**config.mk**
```make
export PLATFORM = sky130hd
export DESIGN_NAME = fetch_queue
export DESIGN_NICKNAME = d
export VERILOG_FILES = /design/src/rtl/fetch_queue.sv
export SDC_FILE = /design/constraint.sdc
export NUM_CORES = 1
export LEC_CHECK = 0
export ABC_AREA = 1
export ABC_CLOCK_PERIOD_IN_PS = 4850
export BUFFER_PORTS_ARGS = -buffer_cell sky130_fd_sc_hd__buf_2
export CAP_MARGIN = 40
export CORE_MARGIN = 2
export CORE_UTILIZATION = 53
export CTS_BUF_LIST = sky130_fd_sc_hd__clkbuf_4 sky130_fd_sc_hd__clkbuf_8
export CTS_CLUSTER_DIAMETER = 120
export DETAILED_ROUTE_END_ITERATION = 10
export HOLD_SLACK_MARGIN = 0.1
export PLACE_DENSITY_LB_ADDON = 0.3
export SLEW_MARGIN = 25
export SYNTH_ARGS = -nofsm -noshare
export SYNTH_HDL_FRONTEND = slang
export SYNTH_SLANG_ARGS = --single-unit
```
**constraint.sdc**
```tcl
create_clock -name clk -period 4.85 [get_ports clk]
set_clock_uncertainty 0.1 [all_clocks]
set_input_delay 1.2125 -clock clk [delete_from_list [all_inputs] [get_ports clk]]
set_output_delay 1.2125 -clock clk [all_outputs]
set_load 0.02 [all_outputs]
```
**src/rtl/fetch_queue.sv**
```systemverilog
// fetch_queue: instruction fetch PC generator and response buffer.
// Each cycle the fetch PC is presented to memory. A response that arrives
// in the same cycle is written at the tail together with its exception
// flags, and the consumer drains entries from the head. A redirect flushes
// everything and restarts fetch at a new address.
module fetch_queue #(
    parameter logic [31:0] RESET_PC = 32'hbfc00000,
    parameter int          DEPTH    = 4,
    parameter int          CW       = $clog2(DEPTH + 1)
) (
    input  logic          clk,
    input  logic          reset,
    input  logic          redirect,
    input  logic [31:0]   redirect_pc,
    output logic [31:0]   fetch_pc,
    output logic          fetch_req,
    input  logic          uncached,
    input  logic          sram_valid,
    input  logic [31:0]   sram_data,
    input  logic          cache_stall,
    input  logic [31:0]   cache_data,
    input  logic          exc_miss,
    input  logic          exc_illegal,
    input  logic          exc_invalid,
    output logic          out_valid,
    input  logic          out_ready,
    output logic [31:0]   out_pc,
    output logic [31:0]   out_instr,
    output logic          out_miss,
    output logic          out_illegal,
    output logic          out_invalid,
    output logic [CW-1:0] count,
    output logic          next_not_ready
);

    localparam int PW = $clog2(DEPTH);

    logic [31:0]   fetch_pc_q, fetch_pc_d;
    logic [CW-1:0] count_q, count_d;
    logic [PW-1:0] head_q, head_d;
    logic [PW-1:0] tail_q, tail_d;

    logic [31:0] pc_mem_q    [DEPTH];
    logic [31:0] instr_mem_q [DEPTH];
    logic [2:0]  flag_mem_q  [DEPTH];

    logic resp_ok;
    logic accept;
    logic pop;

    // Handshake decode: request only while there is room, so a response
    // can always be written in the cycle it arrives.
    always_comb begin
        resp_ok        = uncached ? sram_valid : !cache_stall;
        fetch_req      = (count_q < CW'(DEPTH)) && !reset;
        accept         = fetch_req && resp_ok && !redirect;
        next_not_ready = fetch_req && !resp_ok;
        out_valid      = (count_q != '0) && !reset;
        pop            = out_valid && out_ready && !redirect;
    end

    // Head entry presentation; zeros when empty so downstream sees clean values.
    always_comb begin
        out_pc      = '0;
        out_instr   = '0;
        out_miss    = 1'b0;
        out_illegal = 1'b0;
        out_invalid = 1'b0;
        if (out_valid) begin
            out_pc      = pc_mem_q[head_q];
            out_instr   = instr_mem_q[head_q];
            out_miss    = flag_mem_q[head_q][2];
            out_illegal = flag_mem_q[head_q][1];
            out_invalid = flag_mem_q[head_q][0];
        end
    end

    // Next-state for the PC, pointers and occupancy; redirect wins over any
    // response or pop arriving in the same cycle.
    always_comb begin
        fetch_pc_d = fetch_pc_q;
        count_d    = count_q;
        head_d     = head_q;
        tail_d     = tail_q;
        if (redirect) begin
            fetch_pc_d = redirect_pc;
            count_d    = '0;
            head_d     = '0;
            tail_d     = '0;
        end else begin
            if (accept) begin
                fetch_pc_d = fetch_pc_q + 32'd4;
                tail_d     = tail_q + PW'(1);
            end
            if (pop) begin
                head_d = head_q + PW'(1);
            end
            case ({accept, pop})
                2'b10:   count_d = count_q + CW'(1);
                2'b01:   count_d = count_q - CW'(1);
                default: count_d = count_q;
            endcase
        end
    end

    // Control state register with synchronous reset taking priority over all.
    always_ff @(posedge clk) begin
        if (reset) begin
            fetch_pc_q <= RESET_PC;
            count_q    <= '0;
            head_q     <= '0;
            tail_q     <= '0;
        end else begin
            fetch_pc_q <= fetch_pc_d;
            count_q    <= count_d;
            head_q     <= head_d;
            tail_q     <= tail_d;
        end
    end

    // Entry storage is never cleared; occupancy alone says what is live.
    always_ff @(posedge clk) begin
        if (accept) begin
            pc_mem_q[tail_q]    <= fetch_pc_q;
            instr_mem_q[tail_q] <= uncached ? sram_data : cache_data;
            flag_mem_q[tail_q]  <= {exc_miss, exc_illegal, exc_invalid};
        end
    end

    assign fetch_pc = fetch_pc_q;
    assign count    = count_q;

endmodule

```
* Word level (Yosys, flattened, before mapping)
Memory sizes are Yosys's and may differ from the RTL's. A register that Yosys moved wholly into a read port is not among the register bits.
Cells that the tools add are included.
** Cells by class
- Add/sub/neg operators :: 5
- Magnitude comparators :: 1
- Equal/unequal tests :: 2
- Mux-type cells :: 18
- Reduce and logical (&&, ||, !) cells :: 15
** Operator list (number)
- 2-to-1 mux 32 bit :: 5
- adder 32 x 3 -> 32 bit, second input constant :: 1
- 2-to-1 mux 2 bit :: 6
- logical AND 1 bit :: 7
- 2-to-1 mux 1 bit :: 6
- one-hot mux 3 bit (2 select lines) :: 1
- adder 2 x 1 -> 2 bit, second input constant :: 2
- logical NOT 1 bit :: 4
- nonzero test 2 bit :: 2
- adder 3 x 1 -> 3 bit, second input constant :: 1
- less-than comparator 3 bit, second input constant :: 1
- nonzero test 3 bit :: 1
- subtractor 3 x 1 -> 3 bit, second input constant :: 1
- equality test 2 x 1 -> 1 bit, second input constant :: 1
- equality test 2 bit, second input constant :: 1
- OR reduction 2 bit :: 1
** Word-level totals
- Bits in registers :: 39
- Memory bits (writable) :: 268
- Input port bits :: 106
- Output and inout bits :: 105
- Logic and storage cells :: 48
- Memories :: 3
** Memories
- instr_mem_q :: depth 4, width 32, read ports 1, clocked after Yosys merged registers in 1, write ports 1, RTL line 44 : logic [31:0] instr_mem_q [DEPTH];
- pc_mem_q :: depth 4, width 32, read ports 1, clocked after Yosys merged registers in 1, write ports 1, RTL line 43 : logic [31:0] pc_mem_q [DEPTH];
- flag_mem_q :: depth 4, width 3, read ports 1, clocked after Yosys merged registers in 1, write ports 1, RTL line 45 : logic [2:0] flag_mem_q [DEPTH];

* Depth between registers and ports, before layout
- Depth after elaboration :: 6
- Mapped depth :: 12
- Mapped depth without buffers :: 11

* Least setup slack after synthesis
Ideal clock, no wire load.
- Kind :: in2reg
- From :: in reset
- To :: mem flag_mem_q[0][0], enable pin
- Library setup time :: 0.493 ns
- Arrival time :: 4.665 ns
- Setup slack :: -0.407 ns
- Stages :: 5
- Path buffers :: 0
- Cells stage by stage :: nor2_2 -> nand2_4 -> nor2_8 -> inv_4 -> nor2_1
** Between the ends
- Cells in the longest elaborated chain, start to end :: 6
** RTL lines
- start, declared :: RTL line 12 : input logic reset,
- logical NOT 1 bit :: RTL line 55 : fetch_req = (count_q < CW'(DEPTH)) && !reset;
- logical AND 1 bit :: RTL line 55
- logical AND 1 bit (2 in series) :: RTL line 56 : accept = fetch_req && resp_ok && !redirect;
- 2-to-1 mux 1 bit :: RTL line 123 : if (accept) begin
- 2-to-1 mux 1 bit (implied by the code) :: RTL line 126 : flag_mem_q[tail_q] <= {exc_miss, exc_illegal, exc_invalid};
- end, declared :: RTL line 45
No other way between the ends.

==> impl_metrics.ini <==
[floorplan]
start_util_pct = 53.5
dieArea_um2 = 26400
die_w_um = 163
core_um2 = 24900
rows = 58
io_pins = 211
die_h_um = 163

[detailed_routing]
routedWlPerCell_um = 16.8
vias = 10000
drc = 0
ant_nets = 0
wl_um = 31600
drt-pass1-iter-count = 6
detail_route.vias_per_cell = 5.33
drt_iter0_markers = 832

[layout]
num_antenna_cells = 0
drive_gt1_share_pct = 21.2
syn_to_final_growth_pct = 17.4
fin_nets = 1631
final_util_pct = 62.8

[clock_network]
cts_buffers = 48
clock_path_buffers = 3
postCtsSetupBuffers = 0
postCtsHoldBufs = 0
cts_root_buffer = clkbuf_8
insertion_delay_ns = 0.56
post_cts_resized = 0
cts_tree = yes
ctsHtreeMaxLevel = 2
cts.sinks = 309
path_clk_slew_ns = 0.06

[critical_path]
cp-end-kind = output port
cp.required_ns = 3.54
slowest_delay_ns = 0.82
cpMaxStageDelayCell = dfxtp_4
path_class = reg2out
path_max_fanout = 68
cp.arrival_ns = 2.66
crit_chain = clkinv_2, buf_4, o21ai_0, a21oi_1, buf_2
cp-start-kind = flop

[synth]
ys_seq_elements = 309
ys_types = 34
synth_seq_area_share_pct = 66.6
async_flop_share_pct = 0
synthAdderAreaFrac_pct = 0.714
syn_avg_cell_area_um2 = 10.2
yosys-mux-area-fraction_pct = 0
synth_top_family_by_area = simple AND/OR/NAND/NOR gates
synth-simple-area-share_pct = 17.6
synth_compound_area_share_pct = 10.2
ys.flop_type = edfxtp_1
synthCells = 1310
synth_edf_count = 268
yosysWarningCount = 0
synth_xor_area_share_pct = 1.05
synthesis.area_um2 = 13300
syn_nets = 1423

[power]
ir_drop_v = 0.000180
p_leak_nw = 6.18
netSwitchingPower_mw = 1.20
totalPowerFinal_mw = 5.39
combPwrFrac_pct = 5.7
p_clk_share_pct = 38.4
p_seq_share_pct = 55.8
powerDensity_nw_per_um2 = 345
swShare_pct = 22.2
intPower_mw = 4.19

[outcome]
status = completed

[global_routing]
grt_usage_pct = 23.9
grt_max_degree = 71
grt_overflow = 0
grt_pass1_vias = 9698
antenna_found_initial = 0
grt_pass1_wl_um = 49400

[timing]
worstMarginPinSlew_ns = 0.778
fmax_ghz = 0.252
final.min_clock_period_ns = 3.97
maxSlewHeadroom_pct = 48.1
rsz0062_at_grt = false
setup_viol_count_final = 0
hold_viol_final = 0
drv_slew = 0
period_share_pct = 81.9

[placed_design]
dp_hpwl_um = 19300
portBuffers = 210
place.gp.congestion = 0.909

[job]
drv_cap = 0

[worst_hold_path]
hold_path.class = reg2reg
-- routing by layer --
layer	wire, µm	vias up	track usage (%)
met1	13700	4704	33.0
met2	15000	392	39.4
li1	-	4871	-
met3	2400	46	4.15
met4	488	0	6.76
met5	0	-	0
-- power by group through the flow --
| stage | Clock (mW) | Combinational, mW | Sequential (mW) |
|---|---|---|---|
| floorplan | 0 | 0.165 | 3.06 |
| global placement | 0 | 0.303 | 3.06 |
| detailed placement | 0 | 0.309 | 3.06 |
| CTS | 2.11 | 0.311 | 3.01 |
| global route | 2.23 | 0.347 | 3.01 |
| finish | 2.07 | 0.309 | 3.01 |
-- flip-flops by register name (all words and copies together), names as in the netlist, named ones only --
register and count:
fetch_pc 32, instr_mem_q 128, count 3, head_q 2
flag_mem_q 12, tail_q 2, pc_mem_q 128
-- cells in the mapped netlist (3+ instances only) --
master / instances / share of area, %
xor2_1: 10 / 0.66
ha_1: 6 / 0.56
dfxtp_1: 41 / 6.2
nand3_1: 22 / 0.83
clkbuf_1: 36 / 1.0
buf_1: 3 / 0.085
nor3_1: 5 / 0.19
nor2_1: 315 / 8.9
edfxtp_1: 268 / 60
o21ai_0: 155 / 5.8
nand2_1: 227 / 6.4
a21oi_1: 98 / 3.7
a31oi_1: 9 / 0.42
buf_6: 3 / 0.25
buf_2: 24 / 0.90
nand4_1: 6 / 0.28
nor2_2: 4 / 0.19
xnor2_1: 6 / 0.39
inv_1: 49 / 1.4
inv_2: 3 / 0.085
-- cells in the final DEF, fill, tap and decap left out, types with 2 or more instances in the layout --
| cell type | synthesis | final |
|---|---|---|
| ha_1 | 6 | 6 |
| xnor2_1 | 6 | 6 |
| nor2_1 | 315 | 311 |
| nand3b_1 | 2 | 2 |
| dfxtp_1 | 41 | 39 |
| nand2_4 | 2 | 2 |
| buf_2 | 24 | 210 |
| nand2_1 | 227 | 226 |
| clkinv_1 | 0 | 6 |
| a31oi_1 | 9 | 9 |
| buf_4 | 2 | 10 |
| clkinvlp_4 | 0 | 2 |
| clkbuf_4 | 0 | 17 |
| nand4_1 | 6 | 6 |
| o21ai_0 | 155 | 155 |
| clkbuf_8 | 0 | 54 |
| clkinv_2 | 0 | 4 |
| nor3_1 | 5 | 5 |
| nor2_2 | 4 | 4 |
| o21bai_1 | 2 | 2 |
| inv_1 | 49 | 47 |
| nand2_2 | 2 | 3 |
| edfxtp_1 | 268 | 268 |
| a21oi_1 | 98 | 98 |
| xor2_1 | 10 | 10 |
| nand3_1 | 22 | 22 |
| buf_12 | 0 | 5 |
| nor2_4 | 2 | 6 |
| inv_2 | 3 | 4 |
-- stage by stage --
step	hold WS [ns]	std cells	cell area, µm²	setup WS, ns	setup TNS (ns)
after floorplan	0.336	1310	13300	-0.407	-109.14
after global placement	0.345	1797	14700	1.19	0
after detailed placement	0.353	1797	14700	1.18	0
after CTS	0.362	1879	15600	0.849	0
after global routing	0.397	1880	15600	0.708	0
final	0.361	1880	15600	0.879	0
-- path summary, 6_finish.rpt --
kind / from / to / slack, ns / depth (start not counted)
min reg2reg: head_q[1] / flop / 0.36 / 2
max: flop / out_pc[9] / 0.88 / 5
max reg2reg: count[2] / count[2] / 2.31 / 10
min: head_q[1] / flop / 0.36 / 2
-- worst max-delay path, delay by kind of cell (launching register included) --
family,cells,cell delay (ns)
AOI/OAI and AO/OA,2,0.55
DFF,1,0.82
buffers and inverters,3,0.66
-- final cells by class --
type                    count  area (µm²)
inverters                  53         203
well taps                 330         413
fillers                  2002        9260
repair buffers            226        1250
multi-input cells         880        3970
clock buffers              71         871
flip-flops and latches    309        8870
clock inverters            11        52.6
-- cell families (layout without fill, tap and decap cells) --
group | after synthesis | in the layout
adders and majority gates | 7 | 7
buffers and inverters | 121 | 361
and+or+nand+nor | 590 | 590
DFF | 309 | 309
AOI/OAI and AO/OA | 267 | 267
xor gates and xnor gates | 16 | 16
Power figures use the tool's default switching activity.
